[config.mk]
export PLATFORM = sky130hd
export DESIGN_NAME = load_store_unit_flat
export DESIGN_NICKNAME = d
export VERILOG_FILES = /design/src/rtl/load_store_unit_if.sv /design/src/rtl/load_store_unit.sv /design/src/flat_wrapper.sv
export SDC_FILE = /design/constraint.sdc
export NUM_CORES = 1
export LEC_CHECK = 0
export CAP_MARGIN = 0
export CORE_MARGIN = 2
export CORE_UTILIZATION = 44
export DETAILED_ROUTE_END_ITERATION = 10
export HOLD_SLACK_MARGIN = 0.12
export PLACE_DENSITY_LB_ADDON = 0.3
export SYNTH_ARGS = -nofsm -noshare
export SYNTH_HDL_FRONTEND = slang
export SYNTH_SLANG_ARGS = --single-unit
[constraint.sdc]
create_clock -name clock -period 2.15 [get_ports clock]
set_input_delay 0.43 -clock clock [delete_from_list [all_inputs] [get_ports clock]]
set_output_delay 0.43 -clock clock [all_outputs]
set_load 0.03 [all_outputs]
[src/rtl/load_store_unit_if.sv]
// Bus bundle between the MEM stage, the load/store unit and the word-addressed memory.
// The unit uses the slave modport; the pipeline/memory side uses master.
interface load_store_unit_if #(
   parameter int WORD_SIZE = 32
);
   logic                 req_valid;
   logic                 req_ready;
   logic                 req_write;
   logic [1:0]           req_size;
   logic                 req_signed;
   logic [WORD_SIZE-1:0] req_address;
   logic [WORD_SIZE-1:0] req_wdata;

   logic                 resp_valid;
   logic [WORD_SIZE-1:0] resp_data;
   logic                 resp_err_misaligned;
   logic                 resp_err_address;

   logic                 mem_write_enabled;
   logic                 mem_read_enabled;
   logic [WORD_SIZE-1:0] mem_address;
   logic [WORD_SIZE-1:0] mem_input_data;
   logic [WORD_SIZE-1:0] mem_output_data;
   logic                 mem_err_invalid_address;

   modport slave (
      input  req_valid, req_write, req_size, req_signed, req_address, req_wdata,
      input  mem_output_data, mem_err_invalid_address,
      output req_ready, resp_valid, resp_data, resp_err_misaligned, resp_err_address,
      output mem_write_enabled, mem_read_enabled, mem_address, mem_input_data
   );

   modport master (
      output req_valid, req_write, req_size, req_signed, req_address, req_wdata,
      output mem_output_data, mem_err_invalid_address,
      input  req_ready, resp_valid, resp_data, resp_err_misaligned, resp_err_address,
      input  mem_write_enabled, mem_read_enabled, mem_address, mem_input_data
   );
endinterface

[src/rtl/load_store_unit.sv]
// Byte-addressed, big-endian load/store front end for a word-addressed memory.
// Sub-word stores are done as read-modify-write; memory commits on the WRITE cycle's falling edge.
module load_store_unit #(
   parameter int WORD_SIZE   = 32,
   parameter int MEMORY_SIZE = 1024
) (
   input  logic               clock,
   input  logic               reset_n,
   load_store_unit_if.slave   bus
);
   typedef enum logic [1:0] {
      IDLE  = 2'd0,
      READ  = 2'd1,
      WRITE = 2'd2,
      RESP  = 2'd3
   } state_t;

   localparam logic [1:0] SIZE_BYTE = 2'd0;
   localparam logic [1:0] SIZE_HALF = 2'd1;
   localparam logic [1:0] SIZE_WORD = 2'd2;
   localparam logic [WORD_SIZE-1:0] MEM_WORDS = WORD_SIZE'(MEMORY_SIZE);

   state_t               state_reg;
   state_t               state_next;

   logic                 write_reg;
   logic [1:0]           size_reg;
   logic                 signed_reg;
   logic [WORD_SIZE-1:0] address_reg;
   logic [WORD_SIZE-1:0] data_reg;
   logic                 err_mis_reg;
   logic                 err_addr_reg;

   logic                 accept;
   logic [1:0]           size_eff;
   logic                 req_misaligned;
   logic                 req_out_of_range;

   logic [3:0]           lane_en;
   logic [WORD_SIZE-1:0] store_lanes;
   logic [WORD_SIZE-1:0] merged_word;
   logic [7:0]           load_byte;
   logic [15:0]          load_half;
   logic [WORD_SIZE-1:0] load_word;

   // Classification of the live request; only consulted on the accept edge.
   assign accept           = bus.req_valid && (state_reg == IDLE);
   assign size_eff         = (bus.req_size == 2'd3) ? SIZE_WORD : bus.req_size;
   assign req_misaligned   = ((size_eff == SIZE_HALF) && bus.req_address[0]) ||
                             ((size_eff == SIZE_WORD) && (bus.req_address[1:0] != 2'd0));
   assign req_out_of_range = (bus.req_address >> 2) >= MEM_WORDS;

   // Lane gi holds bits [gi*8+7:gi*8], i.e. big-endian byte offset 3-gi.
   assign store_lanes = (size_reg == SIZE_BYTE) ? {4{data_reg[7:0]}} : {2{data_reg[15:0]}};

   generate
      for (genvar gi = 0; gi < 4; gi++) begin : g_lane
         assign lane_en[gi] = (size_reg == SIZE_BYTE) ? (address_reg[1:0] == 2'(3 - gi)) :
                              (size_reg == SIZE_HALF) ? (address_reg[1] == (gi < 2)) : 1'b1;
         assign merged_word[gi*8 +: 8] = lane_en[gi] ? store_lanes[gi*8 +: 8]
                                                     : bus.mem_output_data[gi*8 +: 8];
      end
   endgenerate

   always_comb begin
      load_byte = 8'h00;
      case (address_reg[1:0])
         2'd0:    load_byte = bus.mem_output_data[31:24];
         2'd1:    load_byte = bus.mem_output_data[23:16];
         2'd2:    load_byte = bus.mem_output_data[15:8];
         default: load_byte = bus.mem_output_data[7:0];
      endcase
      load_half = address_reg[1] ? bus.mem_output_data[15:0] : bus.mem_output_data[31:16];
      case (size_reg)
         SIZE_BYTE: load_word = {{24{signed_reg & load_byte[7]}}, load_byte};
         SIZE_HALF: load_word = {{16{signed_reg & load_half[15]}}, load_half};
         default:   load_word = bus.mem_output_data;
      endcase
   end

   always_ff @(posedge clock or negedge reset_n) begin
      if (!reset_n) begin
         state_reg <= IDLE;
      end else begin
         state_reg <= state_next;
      end
   end

   // data_reg carries the store data until READ, then the merged word or the load result.
   always_ff @(posedge clock or negedge reset_n) begin
      if (!reset_n) begin
         write_reg    <= 1'b0;
         size_reg     <= SIZE_BYTE;
         signed_reg   <= 1'b0;
         address_reg  <= '0;
         data_reg     <= '0;
         err_mis_reg  <= 1'b0;
         err_addr_reg <= 1'b0;
      end else begin
         if (accept) begin
            write_reg    <= bus.req_write;
            size_reg     <= size_eff;
            signed_reg   <= bus.req_signed;
            address_reg  <= bus.req_address;
            data_reg     <= bus.req_wdata;
            err_mis_reg  <= req_misaligned;
            err_addr_reg <= !req_misaligned && req_out_of_range;
         end else if (state_reg == READ) begin
            err_addr_reg <= err_addr_reg | bus.mem_err_invalid_address;
            data_reg     <= write_reg ? merged_word : load_word;
         end
      end
   end

   always_comb begin
      state_next              = state_reg;
      bus.req_ready           = 1'b0;
      bus.resp_valid          = 1'b0;
      bus.resp_data           = '0;
      bus.resp_err_misaligned = 1'b0;
      bus.resp_err_address    = 1'b0;
      bus.mem_write_enabled   = 1'b0;
      bus.mem_read_enabled    = 1'b0;
      bus.mem_address         = '0;
      bus.mem_input_data      = '0;
      case (state_reg)
         IDLE: begin
            bus.req_ready = 1'b1;
            if (accept) begin
               if (req_misaligned || req_out_of_range) begin
                  state_next = RESP;
               end else if (bus.req_write && (size_eff == SIZE_WORD)) begin
                  state_next = WRITE;
               end else begin
                  state_next = READ;
               end
            end
         end
         READ: begin
            bus.mem_read_enabled = 1'b1;
            bus.mem_address      = {2'b00, address_reg[WORD_SIZE-1:2]};
            if (write_reg && !bus.mem_err_invalid_address) begin
               state_next = WRITE;
            end else begin
               state_next = RESP;
            end
         end
         WRITE: begin
            bus.mem_write_enabled = 1'b1;
            bus.mem_address       = {2'b00, address_reg[WORD_SIZE-1:2]};
            bus.mem_input_data    = data_reg;
            state_next            = RESP;
         end
         RESP: begin
            bus.resp_valid          = 1'b1;
            bus.resp_err_misaligned = err_mis_reg;
            bus.resp_err_address    = err_addr_reg;
            if (!write_reg && !err_mis_reg && !err_addr_reg) begin
               bus.resp_data = data_reg;
            end
            state_next = IDLE;
         end
         default: state_next = IDLE;
      endcase
   end
endmodule

[src/flat_wrapper.sv]
// flat-port wrapper written by rule: the top's interface ports become plain ports
module load_store_unit_flat 
#(
   parameter int WORD_SIZE   = 32,
   parameter int MEMORY_SIZE = 1024
)
  (clock, reset_n, bus_req_valid, bus_req_write, bus_req_size, bus_req_signed, bus_req_address, bus_req_wdata, bus_mem_output_data, bus_mem_err_invalid_address, bus_req_ready, bus_resp_valid, bus_resp_data, bus_resp_err_misaligned, bus_resp_err_address, bus_mem_write_enabled, bus_mem_read_enabled, bus_mem_address, bus_mem_input_data);
  load_store_unit_if #(.WORD_SIZE(WORD_SIZE)) bus_i ();
  input  logic clock;
  input  logic reset_n;
  input wire logic [$bits(bus_i.req_valid)-1:0] bus_req_valid;
  input wire logic [$bits(bus_i.req_write)-1:0] bus_req_write;
  input wire logic [$bits(bus_i.req_size)-1:0] bus_req_size;
  input wire logic [$bits(bus_i.req_signed)-1:0] bus_req_signed;
  input wire logic [$bits(bus_i.req_address)-1:0] bus_req_address;
  input wire logic [$bits(bus_i.req_wdata)-1:0] bus_req_wdata;
  input wire logic [$bits(bus_i.mem_output_data)-1:0] bus_mem_output_data;
  input wire logic [$bits(bus_i.mem_err_invalid_address)-1:0] bus_mem_err_invalid_address;
  output wire logic [$bits(bus_i.req_ready)-1:0] bus_req_ready;
  output wire logic [$bits(bus_i.resp_valid)-1:0] bus_resp_valid;
  output wire logic [$bits(bus_i.resp_data)-1:0] bus_resp_data;
  output wire logic [$bits(bus_i.resp_err_misaligned)-1:0] bus_resp_err_misaligned;
  output wire logic [$bits(bus_i.resp_err_address)-1:0] bus_resp_err_address;
  output wire logic [$bits(bus_i.mem_write_enabled)-1:0] bus_mem_write_enabled;
  output wire logic [$bits(bus_i.mem_read_enabled)-1:0] bus_mem_read_enabled;
  output wire logic [$bits(bus_i.mem_address)-1:0] bus_mem_address;
  output wire logic [$bits(bus_i.mem_input_data)-1:0] bus_mem_input_data;
  assign bus_i.req_valid = bus_req_valid;
  assign bus_i.req_write = bus_req_write;
  assign bus_i.req_size = bus_req_size;
  assign bus_i.req_signed = bus_req_signed;
  assign bus_i.req_address = bus_req_address;
  assign bus_i.req_wdata = bus_req_wdata;
  assign bus_i.mem_output_data = bus_mem_output_data;
  assign bus_i.mem_err_invalid_address = bus_mem_err_invalid_address;
  assign bus_req_ready = bus_i.req_ready;
  assign bus_resp_valid = bus_i.resp_valid;
  assign bus_resp_data = bus_i.resp_data;
  assign bus_resp_err_misaligned = bus_i.resp_err_misaligned;
  assign bus_resp_err_address = bus_i.resp_err_address;
  assign bus_mem_write_enabled = bus_i.mem_write_enabled;
  assign bus_mem_read_enabled = bus_i.mem_read_enabled;
  assign bus_mem_address = bus_i.mem_address;
  assign bus_mem_input_data = bus_i.mem_input_data;
  load_store_unit #(.WORD_SIZE(WORD_SIZE), .MEMORY_SIZE(MEMORY_SIZE)) u_core (.clock(clock), .reset_n(reset_n), .bus(bus_i));
endmodule
==> impl_metrics.xml, run 1 <==
<?xml version="1.0" encoding="UTF-8"?>
<metrics>
  <group name="status">
    <metric name="run_status" unit="">finished with violations</metric>
    <metric name="violations" unit="">setup timing</metric>
  </group>
  <group name="power">
    <metric name="p_leak" unit="nW">3.548</metric>
    <metric name="p_per_area" unit="mW/mm2">1602</metric>
    <metric name="ir_worst_vdd" unit="mV">0.9937</metric>
  </group>
  <group name="setup_path">
    <metric name="setup.reg_to_reg.worst_slack" unit="ps">200</metric>
    <metric name="capture_point_of_the_worst_path" unit="">bus_resp_data[8]</metric>
    <metric name="timing.critical_path.from_type" unit="">flip-flop</metric>
    <metric name="data_required_time_of_the_worst_path" unit="ps">1720</metric>
    <metric name="endpoint_kind" unit="">primary output</metric>
    <metric name="worst_r2r_startpoint" unit="">u_core.size_reg[0]</metric>
    <metric name="critPathLaunch" unit="">u_core.state_reg[0]</metric>
    <metric name="cp_max_fo" unit="">16</metric>
    <metric name="r2r.worst_path.cells" unit="">6</metric>
    <metric name="critPathKind" unit="">reg2out</metric>
    <metric name="critPathArrivalTime" unit="ps">1750</metric>
    <metric name="r2r_end" unit="">u_core.data_reg[29]</metric>
  </group>
  <group name="floorplanning">
    <metric name="chipWidth" unit="um">111.6</metric>
    <metric name="die_height" unit="um">111.6</metric>
    <metric name="floorplan.initialDensity" unit="">0.4484</metric>
    <metric name="rows" unit="">39</metric>
    <metric name="die_area" unit="mm2">0.01246</metric>
    <metric name="io_pins" unit="">206</metric>
    <metric name="core_area" unit="mm2">0.01137</metric>
  </group>
  <group name="global_routing">
    <metric name="grt_pass1_vias" unit="">5589</metric>
    <metric name="grt_start_max_net_pins" unit="">49</metric>
    <metric name="grt_antenna_before_repair" unit="">0</metric>
    <metric name="globalRouteTotalUtil" unit="">0.2770</metric>
    <metric name="grt_overflow_total" unit="">0</metric>
    <metric name="wire_length_of_the_first_global_routing_pass" unit="mm">27.95</metric>
  </group>
  <group name="synth">
    <metric name="ys_top_cells_by_area" unit="">dfrtp_1, and2_1, nand2_1, o21ai_0, a22oi_1</metric>
    <metric name="main_combinational_cell_family_by_area_after_synthesis" unit="">simple AND/OR/NAND/NOR gates</metric>
    <metric name="post_synth_mux_area_share" unit="">0.03632</metric>
    <metric name="synth_largest_area_cell" unit="">dfrtp_1</metric>
    <metric name="synth_commonest_cells" unit="">nand2_1, and2_1, dfrtp_1</metric>
    <metric name="yosys.area_share.xor_xnor" unit="">0</metric>
    <metric name="ys_types" unit="">57</metric>
    <metric name="synthesis.yosys.warnings" unit="">0</metric>
    <metric name="top_cell_type_s_share_of_synthesized_area" unit="">0.3534</metric>
    <metric name="synthAdderAreaFrac" unit="">0.009816</metric>
    <metric name="async_reset_ff_frac" unit="">1.000</metric>
    <metric name="postSynthRegisterBits" unit="">72</metric>
    <metric name="syn-cell-area" unit="mm2">0.005099</metric>
    <metric name="yosys.cell_count.top_type" unit="">nand2_1</metric>
    <metric name="synth-compound-area-share" unit="">0.2324</metric>
    <metric name="postSynthCellCount" unit="">639</metric>
    <metric name="dominantRegCellSynth" unit="">dfrtp_1</metric>
    <metric name="synth-edff-count" unit="">0</metric>
    <metric name="synth.avg_cell_area" unit="um2">7.979</metric>
    <metric name="synthSimpleGateAreaFrac" unit="">0.3031</metric>
    <metric name="ys_seq_area_frac" unit="">0.3534</metric>
  </group>
  <group name="timing">
    <metric name="fin_crit" unit="ps">2183</metric>
    <metric name="fmax" unit="GHz">0.4582</metric>
    <metric name="worstMarginPinSlew" unit="ps">713.0</metric>
    <metric name="timing.hold.ws" unit="ps">469.2</metric>
    <metric name="worst_slack" unit="ps">-32.62</metric>
    <metric name="slew_headroom" unit="">0.5242</metric>
    <metric name="timing.final.crit_share" unit="">1.015</metric>
    <metric name="drv_slew" unit="">0</metric>
    <metric name="hold_violations" unit="">0</metric>
    <metric name="report.final.setup_viol" unit="">26</metric>
    <metric name="rsz0062_at_grt" unit="">true</metric>
    <metric name="fin_worst_skew" unit="ps">13.84</metric>
    <metric name="setup_tns" unit="ps">-255.4</metric>
  </group>
  <group name="place">
    <metric name="dpl.hpwl" unit="mm">13.07</metric>
    <metric name="place.gp.congestion" unit="">0.8986</metric>
    <metric name="detailed_place.area" unit="mm2">0.007184</metric>
    <metric name="numPlacedInstances" unit="">965</metric>
    <metric name="buffer_ports.inserted" unit="">203</metric>
  </group>
  <group name="detailed_routing">
    <metric name="routed_wl" unit="mm">18.19</metric>
    <metric name="final_antenna_net_count" unit="">0</metric>
    <metric name="post_drt_via_cell_ratio" unit="">5.726</metric>
    <metric name="drt_iter0_drc" unit="">457</metric>
    <metric name="drt_drc_violations_left" unit="">0</metric>
    <metric name="wl_per_cell" unit="um">18.41</metric>
    <metric name="drtPass1Iterations" unit="">6</metric>
    <metric name="route.vias.total" unit="">5657</metric>
  </group>
  <group name="clock_tree">
    <metric name="clock_sinks" unit="">72</metric>
    <metric name="worst_setup_hold_path_clk_slew" unit="ps">60</metric>
    <metric name="clock_latency" unit="ps">340</metric>
    <metric name="cts_made_buffers" unit="">9</metric>
    <metric name="clock-root-buffer" unit="">clkbuf_16</metric>
    <metric name="htree_num_levels" unit="">3</metric>
    <metric name="tritoncts" unit="">done</metric>
    <metric name="max-clock-path-buffers" unit="">2</metric>
  </group>
  <group name="run">
    <metric name="timing.max_cap.violations" unit="">0</metric>
  </group>
  <group name="cells_and_area">
    <metric name="num-nets-final" unit="">948</metric>
    <metric name="area_growth" unit="%">50.85</metric>
    <metric name="final_util" unit="">0.6765</metric>
    <metric name="stdcell_count" unit="">988</metric>
    <metric name="fraction_of_final_layout_cells_with_drive_strength_greater_than_1" unit="">0.2367</metric>
    <metric name="fillerInstances" unit="">949</metric>
    <metric name="n_antenna_cell" unit="">0</metric>
    <metric name="postLayoutCellArea" unit="mm2">0.007691</metric>
  </group>
  <group name="min_path">
    <metric name="hold_path_class" unit="">reg2reg</metric>
    <metric name="whs_path_depth" unit="">2</metric>
    <metric name="hp-start" unit="">u_core.address_reg[9]</metric>
  </group>
</metrics>
what timing repair did:
action / in CTS / in global routing
pin swaps: 0 / 3
endpoints found under the hold margin: 37 / 0
resized for setup: 4 / 42
buffers inserted: 0 / 3
hold buffers: 1 / 0
cloned: 0 / 3
setup endpoints to repair: 39 / 87
stage by stage:
step / total power (W) / worst slack (ps)
final: 0.01232 / -32.62
after floorplan: 0.007780 / 73.98
after detailed placement: 0.01058 / 158.0
after CTS: 0.01203 / -56.16
after global placement: 0.01043 / 185.6
after global routing: 0.01311 / -108.3
power by group:
part / internal, W / switching, W / leakage, nW
Sequential: 0.00204 / 0.000701 / 0.864
Combinational: 0.00347 / 0.00468 / 2.55
Clock: 0.000815 / 0.000620 / 0.135
cells by family (layout without fill, tap and decap cells):
| family | after synthesis | count (layout) |
|---|---|---|
| other | 1 | 2 |
| DFF | 72 | 72 |
| adders and majority gates | 4 | 4 |
| and+or+nand+nor | 304 | 304 |
| muxes | 17 | 17 |
| buffers and inverters | 73 | 278 |
| AOI/OAI and AO/OA | 168 | 168 |
how the worst min path moves through the flow:
| stage | endpoint | slack, ps |
|---|---|---|
| after floorplan | u_core.address_reg[0] | 130 |
| after global placement | u_core.address_reg[29] | 430 |
| after detailed placement | u_core.address_reg[28] | 430 |
| after CTS | u_core.address_reg[9] | 470 |
| after global routing | u_core.address_reg[9] | 490 |
| final | u_core.address_reg[9] | 470 |
cell usage in the layout (no fill, tap or decap), drive strengths merged, types with 4 or more instances in the layout:
master,n
nor4,13
clkbuf,12
a21oi,37
o311ai,6
and2,98
o32ai,7
a21o,8
buf,135
o221ai,14
mux2i,8
nand2,128
inv,19
dfrtp,72
clkdlybuf4s50,102
ha,4
nor2,27
a22oi,22
o21ai,38
a2bb2oi,14
or3,18
a22o,7
mux2,9
per-layer routing:
layer,vias up,GRT usage,part of all wire
met3,58,0.06097,0.082
li1,2624,-,-
met2,308,0.4780,0.48
met1,2667,0.3324,0.39
met5,-,0,0
met4,0,0.1210,0.041
final cells by class:
type	instances	area (um2)	area share
multi-input cells	495	3047	0.3961
repair buffers	244	2313	0.3008
flip-flops and latches	72	1803	0.2344
clock buffers	10	239.0	0.03107
well taps	143	178.9	0.02326
inverters	18	67.56	0.008785
clock inverters	6	42.54	0.005531
worst max-delay path, stage by stage (launching register included):
cell and delay, ps:
dfrtp_1 400, ha_2 200, nor4b_4 190, buf_6 170
buf_12 150, and2_1 160, buf_6 140
No activity file was read; power rests on OpenSTA's default activity.
==> run 2: changes to the inputs <==
--- a/config.mk
+++ b/config.mk
@@ -5,9 +5,10 @@
 export SDC_FILE = /design/constraint.sdc
 export NUM_CORES = 1
 export LEC_CHECK = 0
+export ABC_AREA = 1
 export CAP_MARGIN = 0
 export CORE_MARGIN = 2
-export CORE_UTILIZATION = 44
+export CORE_UTILIZATION = 29
 export DETAILED_ROUTE_END_ITERATION = 10
 export HOLD_SLACK_MARGIN = 0.12
 export PLACE_DENSITY_LB_ADDON = 0.3
==> run 2 against run 1 <==
Compared with the run above:
- the run now ends clean
- worst hold slack better by 10 ps
- largest cell class unchanged
- first-iteration DRC count shrank 15%
- critical path type unchanged
- highest routed layer unchanged
- critical endpoint is now bus_resp_data[6]
- wire length is 8.5% higher
- final cell count increased by 41%
- via count increased by 13%
==> impl_metrics.xml, run 2 <==
<?xml version="1.0" encoding="UTF-8"?>
<metrics>
  <group name="synth">
    <metric name="ys_seq_area_frac" unit="">0.3268</metric>
    <metric name="synth-edff-count" unit="">0</metric>
    <metric name="yosys.cell_count.top_type" unit="">nand2_1</metric>
    <metric name="ys_top_cells_by_area" unit="">dfrtp_1, nand2_1, inv_1, nor2_1, o21ai_0</metric>
    <metric name="synth_commonest_cells" unit="">nand2_1, inv_1, nor2_1</metric>
    <metric name="dominantRegCellSynth" unit="">dfrtp_1</metric>
    <metric name="async_reset_ff_frac" unit="">1.000</metric>
    <metric name="postSynthCellCount" unit="">965</metric>
    <metric name="postSynthRegisterBits" unit="">72</metric>
    <metric name="syn-cell-area" unit="mm2">0.005513</metric>
    <metric name="synthesis.yosys.warnings" unit="">0</metric>
    <metric name="synth_largest_area_cell" unit="">dfrtp_1</metric>
    <metric name="synth.avg_cell_area" unit="um2">5.713</metric>
    <metric name="ys_types" unit="">30</metric>
    <metric name="top_cell_type_s_share_of_synthesized_area" unit="">0.3268</metric>
  </group>
  <group name="setup_path">
    <metric name="worst_r2r_startpoint" unit="">u_core.size_reg[1]</metric>
    <metric name="critPathLaunch" unit="">u_core.state_reg[1]</metric>
    <metric name="critPathArrivalTime" unit="ps">1700</metric>
    <metric name="critPathKind" unit="">reg2out</metric>
    <metric name="endpoint_kind" unit="">primary output</metric>
    <metric name="timing.critical_path.from_type" unit="">flip-flop</metric>
    <metric name="cp_max_fo" unit="">32</metric>
    <metric name="data_required_time_of_the_worst_path" unit="ps">1720</metric>
  </group>
  <group name="floorplanning">
    <metric name="chipWidth" unit="um">141.9</metric>
    <metric name="die_height" unit="um">141.9</metric>
    <metric name="rows" unit="">50</metric>
    <metric name="floorplan.initialDensity" unit="">0.2947</metric>
    <metric name="core_area" unit="mm2">0.01871</metric>
    <metric name="die_area" unit="mm2">0.02013</metric>
    <metric name="io_pins" unit="">206</metric>
  </group>
  <group name="detailed_routing">
    <metric name="routed_wl" unit="mm">19.74</metric>
    <metric name="route.vias.total" unit="">6415</metric>
    <metric name="drt_drc_violations_left" unit="">0</metric>
    <metric name="post_drt_via_cell_ratio" unit="">4.602</metric>
    <metric name="drtPass1Iterations" unit="">7</metric>
    <metric name="drt_iter0_drc" unit="">388</metric>
    <metric name="final_antenna_net_count" unit="">0</metric>
    <metric name="wl_per_cell" unit="um">14.16</metric>
  </group>
  <group name="min_path">
    <metric name="hold_path_class" unit="">reg2reg</metric>
    <metric name="hp-start" unit="">u_core.address_reg[5]</metric>
  </group>
  <group name="timing">
    <metric name="setup_tns" unit="ps">0</metric>
    <metric name="fin_crit" unit="ps">2129</metric>
    <metric name="drv_slew" unit="">0</metric>
    <metric name="slew_headroom" unit="">0.6188</metric>
    <metric name="worstMarginPinSlew" unit="ps">571.8</metric>
    <metric name="fin_worst_skew" unit="ps">8.050</metric>
    <metric name="timing.final.crit_share" unit="">0.9902</metric>
    <metric name="fmax" unit="GHz">0.4697</metric>
    <metric name="report.final.setup_viol" unit="">0</metric>
    <metric name="hold_violations" unit="">0</metric>
    <metric name="rsz0062_at_grt" unit="">true</metric>
  </group>
  <group name="run">
    <metric name="timing.max_cap.violations" unit="">0</metric>
  </group>
  <group name="power">
    <metric name="p_leak" unit="nW">4.839</metric>
    <metric name="p_per_area" unit="mW/mm2">1537</metric>
    <metric name="ir_worst_vdd" unit="mV">0.7947</metric>
  </group>
  <group name="place">
    <metric name="detailed_place.area" unit="mm2">0.007826</metric>
    <metric name="place.gp.congestion" unit="">0.9127</metric>
    <metric name="buffer_ports.inserted" unit="">203</metric>
    <metric name="dpl.hpwl" unit="mm">14.59</metric>
    <metric name="numPlacedInstances" unit="">1377</metric>
  </group>
  <group name="global_routing">
    <metric name="grt_start_max_net_pins" unit="">73</metric>
    <metric name="globalRouteTotalUtil" unit="">0.1985</metric>
    <metric name="wire_length_of_the_first_global_routing_pass" unit="mm">31.63</metric>
    <metric name="grt_pass1_vias" unit="">6254</metric>
    <metric name="grt_overflow_total" unit="">0</metric>
    <metric name="grt_antenna_before_repair" unit="">0</metric>
  </group>
  <group name="cells_and_area">
    <metric name="fraction_of_final_layout_cells_with_drive_strength_greater_than_1" unit="">0.1345</metric>
    <metric name="n_antenna_cell" unit="">0</metric>
    <metric name="commonest_non_fill_non_tap_cells_in_the_layout" unit="">nand2_1, inv_1, nor2_1</metric>
    <metric name="num-nets-final" unit="">1263</metric>
    <metric name="layout.cells.most_common" unit="">nand2_1</metric>
    <metric name="postLayoutCellArea" unit="mm2">0.008183</metric>
    <metric name="area_growth" unit="%">48.43</metric>
    <metric name="stdcell_count" unit="">1394</metric>
  </group>
  <group name="clock_tree">
    <metric name="htree_num_levels" unit="">3</metric>
    <metric name="clock_latency" unit="ps">350</metric>
    <metric name="cts_made_buffers" unit="">9</metric>
    <metric name="worst_setup_hold_path_clk_slew" unit="ps">70</metric>
    <metric name="clock_sinks" unit="">72</metric>
    <metric name="tritoncts" unit="">done</metric>
    <metric name="clock-root-buffer" unit="">clkbuf_16</metric>
    <metric name="max-clock-path-buffers" unit="">2</metric>
  </group>
  <group name="status">
    <metric name="run_status" unit="">finished clean</metric>
  </group>
</metrics>
-- run 2: changes by cell type after synthesis, moves of 9 or more --
| cell | delta |
|---|---|
| nand2_1 | +273 |
| inv_1 | +139 |
| nor2_1 | +103 |
| and2_1 | -98 |
| nand3_1 | +35 |
| a22oi_1 | -22 |
| or3_1 | -18 |
| a2bb2oi_1 | -14 |
| o221ai_1 | -14 |
| nor4_1 | -13 |
| o21ai_0 | +13 |
| a21oi_2 | -10 |
| buf_2 | -9 |
-- run 2: cell families after synthesis --
family | after synthesis | share of synthesized area
fa+ha+maj | 4 | 0.009079
simple gates | 581 | 0.4156
flops | 72 | 0.3268
other cells | 1 | 0.0006802
compound gates | 97 | 0.09782
buf+inv | 210 | 0.1500
-- run 2: routing by layer --
layer	wire length, um	GRT usage	up-vias
met1	8488	0.2487	2896
met5	0	0	-
met3	1692	0.05164	30
met4	466	0.06211	0
li1	-	-	3245
met2	9093	0.3347	244
-- run 2: power by group --
group	switching (W)	internal, W
Clock	0.000646	0.00102
Combinational	0.00527	0.00305
Sequential	0.000588	0.00201
-- run 2: metrics by stage --
stage               hold WS, ps  utilization  power [W]  setup WS (ps)
finish                    479.3       0.4375    0.01257          21.10
global route              511.9       0.4375    0.01374         -71.58
CTS                       483.1       0.4361    0.01258          14.64
detailed placement        466.0       0.4184    0.01085          11.78
global placement          464.1       0.4184    0.01080          57.80
floorplan                 134.4            -   0.007961          136.6
-- run 2: worst paths after layout --
kind / to / slack (ps) / cells after the start
setup / recovery: bus_resp_data[6] / 20 / 5
hold / removal: u_core.address_reg[5] / 480 / 2
setup reg to reg: u_core.data_reg[18] / 250 / 8
hold reg to reg: u_core.address_reg[5] / 480 / 2
max in group asynchronous: u_core.address_reg[1] / 1130 / 3
min in group asynchronous: u_core.data_reg[10] / 620 / 3
-- run 2: repair_timing --
action / CTS / global route
setup buffers: 0 / 0
gates resized for setup: 6 / 5
pin swaps: 0 / 0
hold endpoints to repair: 4 / 0
setup endpoints to repair: 19 / 41
hold buffers: 1 / 0
-- run 2: worst max-delay path: stages (launching register included) --
cell     delay, ps
dfrtp_1        380
ha_2           240
nand3_1        130
buf_12         200
nor2_1         220
buf_12         160
-- run 2: cell type report --
type,instances,area [um2]
clock buffers,9,225.2
well taps,234,292.8
repair buffers,227,2260
flip-flops and latches,72,1803
multi-input cells,684,2903
fillers,2027,10520
clock inverters,7,95.09
inverters,161,604.3
==> run 3: changes to the inputs <==
--- a/config.mk
+++ b/config.mk
@@ -7,6 +7,8 @@
 export LEC_CHECK = 0
 export ABC_AREA = 1
 export CAP_MARGIN = 0
+export CELL_PAD_IN_SITES_DETAIL_PLACEMENT = 1
+export CELL_PAD_IN_SITES_GLOBAL_PLACEMENT = 1
 export CORE_MARGIN = 2
 export CORE_UTILIZATION = 29
 export DETAILED_ROUTE_END_ITERATION = 10
==> run 3 against run 2 <==
Compared with the run above:
- global-route usage up 2.1 points
- critical endpoint is now bus_mem_address[23]
- combinational power rose by 2%
- clock power decreased by 7%
- largest cell class unchanged
- sequential share of layout area down 0.18 points
- die area unchanged
- sequential power hardly changed
- total power is 0.31% higher
- final cell count is essentially flat
- utilization up 0.32 points
==> impl_metrics.xml, run 3 (synthesized netlist as in run 2, its figures left out) <==
<?xml version="1.0" encoding="UTF-8"?>
<metrics>
  <group name="status">
    <metric name="run_status" unit="">finished clean</metric>
  </group>
  <group name="clock_tree">
    <metric name="worst_setup_hold_path_clk_slew" unit="ps">60</metric>
    <metric name="tritoncts" unit="">done</metric>
    <metric name="postCtsSetupBuffers" unit="">0</metric>
    <metric name="clock-root-buffer" unit="">clkbuf_16</metric>
    <metric name="cts_made_buffers" unit="">9</metric>
    <metric name="htree_num_levels" unit="">3</metric>
    <metric name="max-clock-path-buffers" unit="">2</metric>
    <metric name="clock_latency" unit="ps">340</metric>
    <metric name="clock_sinks" unit="">72</metric>
  </group>
  <group name="cells_and_area">
    <metric name="layout.cells.most_common" unit="">nand2_1</metric>
    <metric name="postLayoutCellArea" unit="mm2">0.008243</metric>
    <metric name="fraction_of_final_layout_cells_with_drive_strength_greater_than_1" unit="">0.1404</metric>
    <metric name="num-nets-final" unit="">1265</metric>
    <metric name="commonest_non_fill_non_tap_cells_in_the_layout" unit="">nand2_1, inv_1, nor2_1</metric>
    <metric name="area_growth" unit="%">49.52</metric>
    <metric name="n_antenna_cell" unit="">0</metric>
  </group>
  <group name="detailed_routing">
    <metric name="wl_per_cell" unit="um">15.51</metric>
    <metric name="route.vias.total" unit="">6569</metric>
    <metric name="post_drt_via_cell_ratio" unit="">4.709</metric>
    <metric name="drtPass1Iterations" unit="">4</metric>
    <metric name="drt_drc_violations_left" unit="">0</metric>
    <metric name="final_antenna_net_count" unit="">0</metric>
    <metric name="routed_wl" unit="mm">21.63</metric>
    <metric name="drt_iter0_drc" unit="">273</metric>
  </group>
  <group name="power">
    <metric name="p_per_area" unit="mW/mm2">1530</metric>
    <metric name="ir_worst_vdd" unit="mV">0.7682</metric>
    <metric name="p_leak" unit="nW">4.836</metric>
    <metric name="total_power" unit="W">0.01261</metric>
  </group>
  <group name="min_path">
    <metric name="hold_path_class" unit="">reg2reg</metric>
    <metric name="whs_path_depth" unit="">2</metric>
    <metric name="hp-start" unit="">u_core.address_reg[17]</metric>
    <metric name="hold_crit_endpoint" unit="">u_core.address_reg[17]</metric>
  </group>
  <group name="floorplanning">
    <metric name="io_pins" unit="">206</metric>
    <metric name="chipWidth" unit="um">141.9</metric>
    <metric name="rows" unit="">50</metric>
    <metric name="core_area" unit="mm2">0.01871</metric>
    <metric name="die_area" unit="mm2">0.02013</metric>
    <metric name="die_height" unit="um">141.9</metric>
    <metric name="floorplan.initialDensity" unit="">0.2947</metric>
  </group>
  <group name="place">
    <metric name="detailed_place.area" unit="mm2">0.007904</metric>
    <metric name="buffer_ports.inserted" unit="">203</metric>
    <metric name="dpl.hpwl" unit="mm">16.47</metric>
    <metric name="place.gp.congestion" unit="">0.8457</metric>
  </group>
  <group name="timing">
    <metric name="slew_headroom" unit="">0.5767</metric>
    <metric name="timing.final.crit_share" unit="">0.9678</metric>
    <metric name="report.final.setup_viol" unit="">0</metric>
    <metric name="fin_crit" unit="ps">2081</metric>
    <metric name="drv_slew" unit="">0</metric>
    <metric name="fmax" unit="GHz">0.4806</metric>
    <metric name="rsz0062_at_grt" unit="">true</metric>
    <metric name="fin_worst_skew" unit="ps">5.885</metric>
    <metric name="hold_violations" unit="">0</metric>
    <metric name="worstMarginPinSlew" unit="ps">635.0</metric>
  </group>
  <group name="global_routing">
    <metric name="wire_length_of_the_first_global_routing_pass" unit="mm">34.70</metric>
    <metric name="grt_antenna_before_repair" unit="">0</metric>
    <metric name="grt_start_max_net_pins" unit="">67</metric>
    <metric name="globalRouteTotalUtil" unit="">0.2200</metric>
    <metric name="grt_overflow_total" unit="">0</metric>
    <metric name="grt_pass1_vias" unit="">6712</metric>
  </group>
  <group name="setup_path">
    <metric name="r2r_end" unit="">u_core.data_reg[14]</metric>
    <metric name="cp.buffers_inverters" unit="">4</metric>
    <metric name="crit_path_frequent_cell" unit="">inv_1</metric>
    <metric name="timing.critical_path.max_delay_family" unit="">buffers and inverters</metric>
    <metric name="critical-path-slowest-cell" unit="">dfrtp_1</metric>
    <metric name="timing.critical_path.from_type" unit="">flip-flop</metric>
    <metric name="critPathLaunch" unit="">u_core.state_reg[0]</metric>
    <metric name="critPathKind" unit="">reg2out</metric>
    <metric name="cp_max_fo" unit="">31</metric>
    <metric name="critPathArrivalTime" unit="ps">1650</metric>
    <metric name="ordered_cell_list_for_the_critical_path" unit="">inv_1 &gt; ha_1 &gt; buf_12 &gt; nand2_1 &gt; inv_1 &gt; buf_4</metric>
    <metric name="endpoint_kind" unit="">primary output</metric>
    <metric name="setup.reg_to_reg.worst_slack" unit="ps">230</metric>
    <metric name="worst_r2r_startpoint" unit="">u_core.state_reg[0]</metric>
    <metric name="r2r.worst_path.cells" unit="">8</metric>
    <metric name="data_required_time_of_the_worst_path" unit="ps">1720</metric>
    <metric name="worst_path_largest_cell_delay" unit="ps">380</metric>
  </group>
  <group name="run">
    <metric name="timing.max_cap.violations" unit="">0</metric>
  </group>
</metrics>
run 3: tightest hold or removal path, delay by kind of cell (launching register included):
kind,cells,cell delay [ps]
and+or+nand+nor,1,50
AOI/OAI and AO/OA,1,60
DFF,1,340
run 3: area by class of cell:
| type | instances | area (um2) |
|---|---|---|
| inverters | 161 | 604.3 |
| well taps | 234 | 292.8 |
| repair buffers | 229 | 2330 |
| clock buffers | 13 | 260.3 |
| clock inverters | 2 | 38.79 |
| fillers | 2454 | 10460 |
| multi-input cells | 684 | 2915 |
| flip-flops and latches | 72 | 1802 |
run 3: how the worst max path moves through the flow:
stage,cells past startpoint,endpoint,slack [ps]
CTS,5,bus_resp_data[10],30
global route,6,bus_mem_address[22],-30
finish,6,bus_mem_address[23],70
detailed placement,6,u_core.err_addr_reg,60
floorplan,6,bus_mem_input_data[10],140
global placement,6,u_core.err_addr_reg,150
run 3: power breakdown:
group          total, W  switching, W  internal [W]
Clock           0.00155      0.000592      0.000959
Sequential      0.00256      0.000550       0.00201
Combinational   0.00851       0.00554       0.00297
run 3: what timing repair did:
item / 4_1_cts / 5_1_grt
hold buffers: 1 / 0
resized for setup: 4 / 13
endpoints found under the hold margin: 29 / 0
setup endpoints to repair: 4 / 32
run 3: per-stage QoR:
| stage | util | hold slack (ps) | instances | setup slack [ps] | TNS [ps] |
|---|---|---|---|---|---|
| 2_1_floorplan | - | 134.4 | 966 | 136.6 | 0 |
| 3_3_place_gp | 0.4225 | 423.5 | 1379 | 146.2 | 0 |
| 3_5_place_dp | 0.4225 | 425.1 | 1379 | 63.09 | 0 |
| 4_1_cts | 0.4388 | 488.5 | 1395 | 25.91 | 0 |
| 5_1_grt | 0.4407 | 502.6 | 1395 | -31.03 | -236.7 |
| 6_report | 0.4407 | 484.1 | 1395 | 69.33 | 0 |
run 3: per-layer routing:
layer	routed length (um)	vias to the layer above	GRT usage
met5	0	-	0
met4	468	0	0.07789
met3	1151	31	0.04185
met2	10540	165	0.3786
met1	9471	3121	0.2755
li1	-	3252	-
